**src/rtl/lsu_arbiter_pkg.sv**
```systemverilog
// Shared definitions for the LSU arbiter: RV32I load/store funct3 codes,
// FSM state encoding and the data-request funct3 legality check.
package lsu_arbiter_pkg;

    localparam logic [2:0] LB  = 3'b000;
    localparam logic [2:0] LH  = 3'b001;
    localparam logic [2:0] LW  = 3'b010;
    localparam logic [2:0] LBU = 3'b100;
    localparam logic [2:0] LHU = 3'b101;
    localparam logic [2:0] SB  = 3'b000;
    localparam logic [2:0] SH  = 3'b001;
    localparam logic [2:0] SW  = 3'b010;

    // Starvation counter width; covers STARVE_MAX up to 15.
    localparam int STARVE_W = 4;

    typedef enum logic [1:0] {
        IDLE  = 2'd0,
        ISSUE = 2'd1,
        RESP  = 2'd2
    } state_t;

    typedef enum logic {
        OWN_FETCH = 1'b0,
        OWN_DATA  = 1'b1
    } owner_t;

    function automatic logic funct3_legal(input logic wren, input logic [2:0] f3);
        if (wren) begin
            return (f3 == SB) || (f3 == SH) || (f3 == SW);
        end
        return (f3 == LB) || (f3 == LH) || (f3 == LW) || (f3 == LBU) || (f3 == LHU);
    endfunction

endpackage

```
**src/rtl/lsu_arbiter_if.sv**
```systemverilog
// Requester-side and LoadStoreUnit-side signals of the LSU arbiter.
// The arbiter uses the slave modport; the surrounding pipeline/LSU the master one.
interface lsu_arbiter_if #(
    parameter int ADDR_W = 32,
    parameter int DATA_W = 32
);
    logic              ifReqValid;
    logic              ifReqReady;
    logic [ADDR_W-1:0] ifAddr;
    logic              ifRspValid;
    logic [DATA_W-1:0] ifRspData;

    logic              dReqValid;
    logic              dReqReady;
    logic [ADDR_W-1:0] dAddr;
    logic              dWren;
    logic [2:0]        dFunct3;
    logic [DATA_W-1:0] dWdata;
    logic              dRspValid;
    logic [DATA_W-1:0] dRspData;
    logic              dErr;

    logic [ADDR_W-1:0] lsuAddress;
    logic              lsuWren;
    logic [2:0]        lsuFunct3;
    logic [DATA_W-1:0] lsuDIn;
    logic [DATA_W-1:0] lsuDOut;

    modport slave (
        input  ifReqValid, ifAddr,
        input  dReqValid, dAddr, dWren, dFunct3, dWdata,
        input  lsuDOut,
        output ifReqReady, ifRspValid, ifRspData,
        output dReqReady, dRspValid, dRspData, dErr,
        output lsuAddress, lsuWren, lsuFunct3, lsuDIn
    );

    modport master (
        output ifReqValid, ifAddr,
        output dReqValid, dAddr, dWren, dFunct3, dWdata,
        output lsuDOut,
        input  ifReqReady, ifRspValid, ifRspData,
        input  dReqReady, dRspValid, dRspData, dErr,
        input  lsuAddress, lsuWren, lsuFunct3, lsuDIn
    );

endinterface

```
**src/rtl/lsu_arb_prio.sv**
```systemverilog
// Fetch/data grant logic: data has priority unless fetch has lost STARVE_MAX
// consecutive IDLE arbitrations, in which case fetch is forced through.
module lsu_arb_prio
    import lsu_arbiter_pkg::*;
#(
    parameter int STARVE_MAX = 4
) (
    input  logic clk,
    input  logic rst_n,
    input  logic idle,
    input  logic if_valid,
    input  logic d_valid,
    output logic gnt_if,
    output logic gnt_d
);

    localparam logic [STARVE_W-1:0] CNT_MAX = STARVE_W'(STARVE_MAX);

    logic [STARVE_W-1:0] starve_cnt_reg;
    logic [STARVE_W-1:0] starve_cnt_next;
    logic                force_if;

    always_comb begin
        force_if        = (starve_cnt_reg == CNT_MAX);
        gnt_if          = idle & if_valid & (~d_valid | force_if);
        gnt_d           = idle & d_valid & ~(if_valid & force_if);
        starve_cnt_next = starve_cnt_reg;
        // The count only moves while arbitrating; busy cycles leave it alone.
        if (idle) begin
            if (!if_valid || gnt_if) begin
                starve_cnt_next = '0;
            end else if (starve_cnt_reg < CNT_MAX) begin
                starve_cnt_next = starve_cnt_reg + STARVE_W'(1);
            end
        end
    end

    always_ff @(posedge clk or negedge rst_n) begin
        if (!rst_n) begin
            starve_cnt_reg <= '0;
        end else begin
            starve_cnt_reg <= starve_cnt_next;
        end
    end

endmodule

```
**src/rtl/lsu_arbiter.sv**
```systemverilog
// Shares one LoadStoreUnit between instruction fetch and the data path.
// One access at a time: accept (IDLE) -> drive LSU (ISSUE) -> respond (RESP).
module lsu_arbiter
    import lsu_arbiter_pkg::*;
#(
    parameter int ADDR_W     = 32,
    parameter int DATA_W     = 32,
    parameter int STARVE_MAX = 4
) (
    input  logic         clk,
    input  logic         rst_n,
    lsu_arbiter_if.slave bus
);

    state_t            state_reg;
    state_t            state_next;
    logic              idle;
    logic              gnt_if;
    logic              gnt_d;
    logic              accept;

    owner_t            owner_reg;
    logic [ADDR_W-1:0] addr_reg;
    logic [2:0]        f3_reg;
    logic [DATA_W-1:0] wdata_reg;
    logic              wren_reg;
    logic              err_reg;

    logic [DATA_W-1:0] if_rsp_data_reg;
    logic [DATA_W-1:0] d_rsp_data_reg;
    logic [DATA_W-1:0] d_rsp_value;

    logic              lsu_wren;
    logic              if_rsp_valid;
    logic              d_rsp_valid;

    assign idle   = (state_reg == IDLE);
    assign accept = gnt_if | gnt_d;

    lsu_arb_prio #(
        .STARVE_MAX(STARVE_MAX)
    ) u_prio (
        .clk      (clk),
        .rst_n    (rst_n),
        .idle     (idle),
        .if_valid (bus.ifReqValid),
        .d_valid  (bus.dReqValid),
        .gnt_if   (gnt_if),
        .gnt_d    (gnt_d)
    );

    always_ff @(posedge clk or negedge rst_n) begin
        if (!rst_n) begin
            state_reg <= IDLE;
        end else begin
            state_reg <= state_next;
        end
    end

    always_comb begin
        state_next   = state_reg;
        lsu_wren     = 1'b0;
        if_rsp_valid = 1'b0;
        d_rsp_valid  = 1'b0;
        case (state_reg)
            IDLE: begin
                if (accept) begin
                    state_next = ISSUE;
                end
            end
            ISSUE: begin
                // An illegal funct3 still walks through ISSUE but never writes.
                lsu_wren   = wren_reg & ~err_reg;
                state_next = RESP;
            end
            RESP: begin
                if_rsp_valid = (owner_reg == OWN_FETCH);
                d_rsp_valid  = (owner_reg == OWN_DATA);
                state_next   = IDLE;
            end
            default: begin
                state_next = IDLE;
            end
        endcase
    end

    // Request latch: requester inputs are free to change after the handshake.
    always_ff @(posedge clk or negedge rst_n) begin
        if (!rst_n) begin
            owner_reg <= OWN_FETCH;
            addr_reg  <= '0;
            f3_reg    <= '0;
            wdata_reg <= '0;
            wren_reg  <= 1'b0;
            err_reg   <= 1'b0;
        end else if (gnt_d) begin
            owner_reg <= OWN_DATA;
            addr_reg  <= bus.dAddr;
            f3_reg    <= bus.dFunct3;
            wdata_reg <= bus.dWdata;
            wren_reg  <= bus.dWren;
            err_reg   <= ~funct3_legal(bus.dWren, bus.dFunct3);
        end else if (gnt_if) begin
            owner_reg <= OWN_FETCH;
            addr_reg  <= bus.ifAddr;
            f3_reg    <= LW;
            wdata_reg <= '0;
            wren_reg  <= 1'b0;
            err_reg   <= 1'b0;
        end
    end

    // Stores and rejected requests return zero rather than whatever the LSU drives.
    assign d_rsp_value = (wren_reg || err_reg) ? '0 : bus.lsuDOut;

    always_ff @(posedge clk or negedge rst_n) begin
        if (!rst_n) begin
            if_rsp_data_reg <= '0;
            d_rsp_data_reg  <= '0;
        end else if (state_reg == RESP) begin
            if (owner_reg == OWN_DATA) begin
                d_rsp_data_reg <= d_rsp_value;
            end else begin
                if_rsp_data_reg <= bus.lsuDOut;
            end
        end
    end

    assign bus.ifReqReady = gnt_if;
    assign bus.dReqReady  = gnt_d;

    // The response is visible in the pulse cycle; the register then holds it.
    assign bus.ifRspValid = if_rsp_valid;
    assign bus.ifRspData  = if_rsp_valid ? bus.lsuDOut : if_rsp_data_reg;
    assign bus.dRspValid  = d_rsp_valid;
    assign bus.dRspData   = d_rsp_valid ? d_rsp_value : d_rsp_data_reg;
    assign bus.dErr       = d_rsp_valid & err_reg;

    assign bus.lsuAddress = addr_reg;
    assign bus.lsuWren    = lsu_wren;
    assign bus.lsuFunct3  = f3_reg;
    assign bus.lsuDIn     = wdata_reg;

endmodule

```
**src/flat_wrapper.sv**
```systemverilog
// flat-port wrapper written by rule: the top's interface ports become plain ports
module lsu_arbiter_flat import lsu_arbiter_pkg::*;
#(
    parameter int ADDR_W     = 32,
    parameter int DATA_W     = 32,
    parameter int STARVE_MAX = 4
)
  (clk, rst_n, bus_ifReqValid, bus_ifAddr, bus_dReqValid, bus_dAddr, bus_dWren, bus_dFunct3, bus_dWdata, bus_lsuDOut, bus_ifReqReady, bus_ifRspValid, bus_ifRspData, bus_dReqReady, bus_dRspValid, bus_dRspData, bus_dErr, bus_lsuAddress, bus_lsuWren, bus_lsuFunct3, bus_lsuDIn);
  lsu_arbiter_if #(.ADDR_W(ADDR_W), .DATA_W(DATA_W)) bus_i ();
  input  logic clk;
  input  logic rst_n;
  input wire logic [$bits(bus_i.ifReqValid)-1:0] bus_ifReqValid;
  input wire logic [$bits(bus_i.ifAddr)-1:0] bus_ifAddr;
  input wire logic [$bits(bus_i.dReqValid)-1:0] bus_dReqValid;
  input wire logic [$bits(bus_i.dAddr)-1:0] bus_dAddr;
  input wire logic [$bits(bus_i.dWren)-1:0] bus_dWren;
  input wire logic [$bits(bus_i.dFunct3)-1:0] bus_dFunct3;
  input wire logic [$bits(bus_i.dWdata)-1:0] bus_dWdata;
  input wire logic [$bits(bus_i.lsuDOut)-1:0] bus_lsuDOut;
  output wire logic [$bits(bus_i.ifReqReady)-1:0] bus_ifReqReady;
  output wire logic [$bits(bus_i.ifRspValid)-1:0] bus_ifRspValid;
  output wire logic [$bits(bus_i.ifRspData)-1:0] bus_ifRspData;
  output wire logic [$bits(bus_i.dReqReady)-1:0] bus_dReqReady;
  output wire logic [$bits(bus_i.dRspValid)-1:0] bus_dRspValid;
  output wire logic [$bits(bus_i.dRspData)-1:0] bus_dRspData;
  output wire logic [$bits(bus_i.dErr)-1:0] bus_dErr;
  output wire logic [$bits(bus_i.lsuAddress)-1:0] bus_lsuAddress;
  output wire logic [$bits(bus_i.lsuWren)-1:0] bus_lsuWren;
  output wire logic [$bits(bus_i.lsuFunct3)-1:0] bus_lsuFunct3;
  output wire logic [$bits(bus_i.lsuDIn)-1:0] bus_lsuDIn;
  assign bus_i.ifReqValid = bus_ifReqValid;
  assign bus_i.ifAddr = bus_ifAddr;
  assign bus_i.dReqValid = bus_dReqValid;
  assign bus_i.dAddr = bus_dAddr;
  assign bus_i.dWren = bus_dWren;
  assign bus_i.dFunct3 = bus_dFunct3;
  assign bus_i.dWdata = bus_dWdata;
  assign bus_i.lsuDOut = bus_lsuDOut;
  assign bus_ifReqReady = bus_i.ifReqReady;
  assign bus_ifRspValid = bus_i.ifRspValid;
  assign bus_ifRspData = bus_i.ifRspData;
  assign bus_dReqReady = bus_i.dReqReady;
  assign bus_dRspValid = bus_i.dRspValid;
  assign bus_dRspData = bus_i.dRspData;
  assign bus_dErr = bus_i.dErr;
  assign bus_lsuAddress = bus_i.lsuAddress;
  assign bus_lsuWren = bus_i.lsuWren;
  assign bus_lsuFunct3 = bus_i.lsuFunct3;
  assign bus_lsuDIn = bus_i.lsuDIn;
  lsu_arbiter #(.ADDR_W(ADDR_W), .DATA_W(DATA_W), .STARVE_MAX(STARVE_MAX)) u_core (.clk(clk), .rst_n(rst_n), .bus(bus_i));
endmodule
```
**config.mk**
```make
export PLATFORM = sky130hd
export DESIGN_NAME = lsu_arbiter_flat
export DESIGN_NICKNAME = d
export VERILOG_FILES = /design/src/rtl/lsu_arbiter_pkg.sv /design/src/rtl/lsu_arbiter_if.sv /design/src/rtl/lsu_arb_prio.sv /design/src/rtl/lsu_arbiter.sv /design/src/flat_wrapper.sv
export SDC_FILE = /design/constraint.sdc
export NUM_CORES = 1
export LEC_CHECK = 0
export ABC_CLOCK_PERIOD_IN_PS = 2760
export CAP_MARGIN = 20
export CORE_MARGIN = 2
export CORE_UTILIZATION = 40
export CTS_CLUSTER_SIZE = 12
export DETAILED_ROUTE_END_ITERATION = 8
export PLACE_DENSITY = 0.86
export SETUP_SLACK_MARGIN = 0.5
export SYNTH_ARGS = -nofsm -noshare
export SYNTH_HDL_FRONTEND = slang
export SYNTH_HIERARCHICAL = 1
export SYNTH_SLANG_ARGS = --single-unit
```
**constraint.sdc**
```tcl
create_clock -name clk -period 2.76 [get_ports clk]
set_input_delay 0.69 -clock clk [delete_from_list [all_inputs] [get_ports clk]]
set_output_delay 0.69 -clock clk [all_outputs]
set_load 0.02 [all_outputs]
```
# ---- Word level (Yosys, flattened, before mapping)
# Index checks and enable logic that the tools add are counted.
dict set report word_totals {
  input_bits 136
  output_inout_bits 137
  ff_bits 140
  wordCells 73
}
dict set report classes {
  n_addsub 1
  n_reduce_logical 14
  eq_ne 8
  n_bitwise 14
  muxes 25
  magnitude_cmp 1
}
# cell count
set ops {}
lappend ops {{$mux 32} 7}
lappend ops {{$mux 1} 12}
lappend ops {{$mux 4} 2}
lappend ops {{$and 1x1->1} 7}
lappend ops {{$eq 3x3->1 const B} 2}
lappend ops {{$logic_or 1x1->1} 6}
lappend ops {{$mux 3} 2}
lappend ops {{$reduce_and 2->1} 3}
lappend ops {{$not 1->1} 5}
lappend ops {{$add 4x1->4 const B} 1}
lappend ops {{$eq 4x3->1 const B} 1}
lappend ops {{$lt 4x3->1 const B} 1}
lappend ops {{$pmux 2 s2} 1}
lappend ops {{$reduce_bool 2->1} 2}
lappend ops {{$eq 3x1->1 const B} 1}
lappend ops {{$eq 3x2->1 const B} 1}
lappend ops {{$logic_not 3->1} 1}
lappend ops {{$eq 2x1->1 const B} 1}
lappend ops {{$eq 2x2->1 const B} 1}
lappend ops {{$logic_not 2->1} 1}
lappend ops {{$mux 2} 1}
lappend ops {{$ne 2x1->1 const B} 1}
lappend ops {{$or 1x1->1} 2}
lappend ops {{$logic_not 1->1} 1}

# ---- Logic depth before layout (Yosys ltp)
dict set report logic_depth {
  word_depth 9
  depth_mapped 9
  mapped_depth_nobuf 7
}

# ---- By module
# Netlist, hierarchy kept.
# mod n_inst cells_per_inst area_each_um2
set by_module_without_submodules {}
lappend by_module_without_submodules {lsu_arbiter 1 415 5709.2}
lappend by_module_without_submodules {lsu_arb_prio 1 27 245.2}

# ---- Worst setup path before layout
# OpenSTA, ideal clock, no wires.
dict set report synth_path {
  kind {reg-to-reg}
  startpoint {register u_core.u_prio.starve_cnt_reg[0]}
  endpoint {register u_core.addr_reg[5], in the netlist u_core/bus.lsuAddress[5]}
  setup_time_ps 133
  arrival_time_ps 2081
  slack_ps 546
  stages_incl_launch_ff 10
  period_less_slack_ps 2214
  cell_sequence {dfrtp_1 -> inv_1 -> ha_1 -> nor2b_1 -> nand2_1 -> a21oi_1 -> buf_2 -> buf_2 -> mux2i_1 -> o21ai_0}
}
dict set report synth_via {
  elab_cells_between_ends 8
}
# item line_no
set synth_lines {}
lappend synth_lines {{start, declared} lsu_arb_prio.sv:19} ;# logic [STARVE_W-1:0] starve_cnt_reg;
lappend synth_lines {{start signal, assigned} lsu_arb_prio.sv:42} ;# starve_cnt_reg <= starve_cnt_next;
lappend synth_lines {{$eq 4x3->1} lsu_arb_prio.sv:24} ;# force_if = (starve_cnt_reg == CNT_MAX);
lappend synth_lines {{$or 1x1->1} lsu_arb_prio.sv:25} ;# gnt_if = idle & if_valid & (~d_valid | force_if);
lappend synth_lines {{$and 1x1->1} lsu_arb_prio.sv:25}
lappend synth_lines {{via bus_ifReqReady} flat_wrapper.sv:20} ;# output wire logic [$bits(bus_i.ifReqReady)-1:0] bus_ifReqReady;
lappend synth_lines {{$reduce_bool 2->1 (no source line)} --}
lappend synth_lines {{end signal, assigned} lsu_arbiter.sv:98} ;# addr_reg <= bus.dAddr;
lappend synth_lines {{end signal, assigned} lsu_arbiter.sv:105} ;# addr_reg <= bus.ifAddr;
lappend synth_lines {{end, declared} lsu_arbiter.sv:23} ;# logic [ADDR_W-1:0] addr_reg;
# The timed path passes the listed nets, and every way through them passes these cells.
# A chain may end at the register's enable or synchronous reset.

# ---- Worst setup path after layout
dict set report layout_path {
  startpoint {register u_core.state_reg[0]}
  endpoint {output port bus_dRspData[20]}
}
dict set report layout_via {
  elab_chain_cells 3
}
# item line_no
set layout_lines {}
lappend layout_lines {{start, declared} lsu_arbiter.sv:15} ;# state_t state_reg;
lappend layout_lines {{start signal, assigned} lsu_arbiter.sv:56} ;# state_reg <= state_next;
lappend layout_lines {{$eq 2x2->1} lsu_arbiter.sv:65} ;# case (state_reg)
lappend layout_lines {{$mux 1} lsu_arbiter.sv:65}
lappend layout_lines {{$mux 32} lsu_arbiter.sv:136} ;# assign bus.dRspData = d_rsp_valid ? d_rsp_value : d_rsp_data_reg;
lappend layout_lines {{end, declared} flat_wrapper.sv:25} ;# output wire logic [$bits(bus_i.dRspData)-1:0] bus_dRspData;
# No other way between the ends.

==> flow_metrics.tcl <==
set metrics [dict create \
    outcome "finished, final reports clean" \
    vias_per_cell 5.18 \
    cts.clk_slew.worst_paths_ns 0.06 \
    dieArea_sq_mm 0.0159 \
    syn_nets 580 \
    synth_cell_types 34 \
    grt_max_degree 79 \
    grt_pass1_vias 5365 \
    synth-async-reset-ratio 1.00 \
    maxCapViolCount 0 \
    layout.nets 908 \
    avgSynthCellArea_sq_um 13.5 \
    clockRootBuffer "clkbuf_16" \
    finalWirelength_um 19900 \
    die_x_um 126 \
    power-per-cell-area_mw_per_mm2 1300 \
    peakVddDrop_mv 0.644 \
    vias 5007 \
    io_pins 273 \
    final_max_slew_viol_count 0 \
    clock_latency_ns 0.41 \
    tns_ns 0 \
    synthTopCellsByCount "140 x dfrtp_1, 37 x nand2_1, 35 x a22o_1, 35 x mux2_2, 35 x o21ai_0" \
    cts_buffers 17 \
    htreeDepth 4 \
    drive_gt1_frac 0.326 \
    yosysSeqAreaShare 0.588 \
    wl_per_cell_um 20.5 \
    hold_buffers 0 \
    relSlewSlack 0.574 \
    place_hpwl_um 11900 \
    crit_required_ns 2.07 \
    synth_cells 442 \
    die_y_um 126 \
    place.gp.congestion 0.815 \
    critPathLaunchType "register" \
    grt_pass1_wl_um 28900 \
    final_util 0.720 \
    leakagePower_nw 4.66 \
    rsz0062_at_grt "yes" \
    final_hold_viol_count 0 \
    clkSinkCount 140 \
    hold_path.class "in2async" \
    fmax_mhz 382 \
    yosysWarnings 6 \
    setup_viol 0 \
    core_sq_mm 0.0145 \
    diodes 0 \
    area_growth_pct 75.6 \
    synth.largest_area_cell "dfrtp_1" \
    critPathKind "reg2out" \
    drcViolationCount 0 \
    clockBufferDepth 2 \
    synth_edf_count 0 \
    worst-endpoint-arrival_ns 1.93 \
    antenna_found_initial 0 \
    grt-ovfl-total 0 \
    synth_most_common_cell "dfrtp_1" \
    drtIter0Drc 332 \
    path_max_fanout 5 \
    num_rows 44 \
    finalCritPeriodShare 0.949 \
    ys_seq_elements 140 \
    drtAntennaViolNets 0 \
    netlist.area_leader.share 0.588 \
    finalCriticalPeriod_ns 2.62 \
    start_util 0.410 \
    worst_pin_slew_ns 0.638 \
    finClkSkew_ns 0.0153 \
    critPathCaptureType "primary output" \
    cts_tree "done" \
    grt_util_all_layers 0.234 \
    synth_flop_cell "dfrtp_1" \
    portBuffers 272 \
    ys_top_cells_by_area "dfrtp_1 59%, mux2_4 7.1%, mux2_2 6.6%" \
    netlist_area_sq_mm 0.00595 \
    dr.pass1.iters 6 \
]
cells in the final DEF (no fill, tap or decap), types with 3 or more instances in the layout:
cell type,instances
bufinv_16,5
buf_4,48
buf_16,6
dfrtp_1,138
nor3b_1,31
clkbuf_16,19
nand2_2,3
nand2_1,35
clkdlybuf4s50_1,199
buf_12,8
a22o_1,35
mux2i_1,33
buf_6,76
clkinv_4,6
mux2_4,64
o21ai_0,35
through the flow:
stage	hold WS [ns]	total power [mW]	cells	worst slack [ns]	cell area, sq um
global placement	0.467	9.47	881	-0.0958	8920
CTS	0.274	12.8	942	0.136	10000
floorplan	0.394	6.79	442	0.546	5950
detailed placement	0.478	9.69	881	-0.132	8920
finish	0.256	13.6	967	0.141	10500
global route	0.303	14.2	967	0.0948	10500
per-layer routing:
metal / up-vias / global-route usage / wire [um]
met5: - / 0 / 0
met4: 0 / 0.0970 / 591
met3: 42 / 0.0773 / 1550
met2: 240 / 0.406 / 10500
met1: 2495 / 0.266 / 7220
li1: 2230 / - / -
timing repair:
item / CTS / global route
cloned: 6 / 2
setup buffers: 23 / 23
endpoints found under the setup margin: 138 / 87
resized for setup: 413 / 81
pin swaps: 5 / 2
cell families (layout without fill, tap and decap cells):
| family | Yosys count | count (layout) | synth area share |
|---|---|---|---|
| flops | 140 | 140 | 0.588 |
| mux | 97 | 97 | 0.194 |
| simple gates | 86 | 86 | 0.0828 |
| compound gates | 79 | 79 | 0.0910 |
| buf+inv | 38 | 379 | 0.0395 |
| fa+ha+maj | 2 | 2 | 0.00420 |
path summary, 6_finish.rpt:
| check | slack (ns) | to | from | cells after the start |
|---|---|---|---|---|
| max | 0.14 | bus_dRspData[20] | u_core/state_reg[0]$_DFFE_PN0P_ | 5 |
| min | 0.26 | u_core/d_rsp_data_reg[8]$_DFFE_PN0P_ | rst_n | 1 |
| max reg2reg | 0.52 | u_core/bus.lsuDIn[23]$_DFFE_PN0P_ | u_core/u_prio/starve_cnt_reg[0]$_DFFE_PN0P_ | 10 |
| min reg2reg | 0.50 | u_core/bus.lsuDIn[26]$_DFFE_PN0P_ | u_core/bus.lsuDIn[26]$_DFFE_PN0P_ | 1 |
| max in group asynchronous | 1.76 | u_core/state_reg[0]$_DFFE_PN0P_ | rst_n | 2 |
| min in group clk | 0.50 | u_core/bus.lsuDIn[26]$_DFFE_PN0P_ | u_core/bus.lsuDIn[26]$_DFFE_PN0P_ | 1 |
cell type report:
cell class	count	area [sq um]
Inverter	4	15.0
Timing Repair Buffer	343	3620
Fill cell	944	4080
Sequential cell	140	3510
Multi-Input combinational cell	264	2420
Clock buffer	19	453
Clock inverter	13	215
Tap cell	184	230
power breakdown:
group	switching (mW)	internal, mW
Sequential	0.524	3.00
Combinational	3.54	3.98
Clock	0.891	1.66
worst max-delay path, cell delays in order (launching register included):
cell and delay, ns:
dfrtp_2 0.44, and3b_2 0.29, buf_12 0.15, clkbuf_16 0.16, mux2_4 0.33, buf_6 0.14
(Power assumes the default switching activity.)
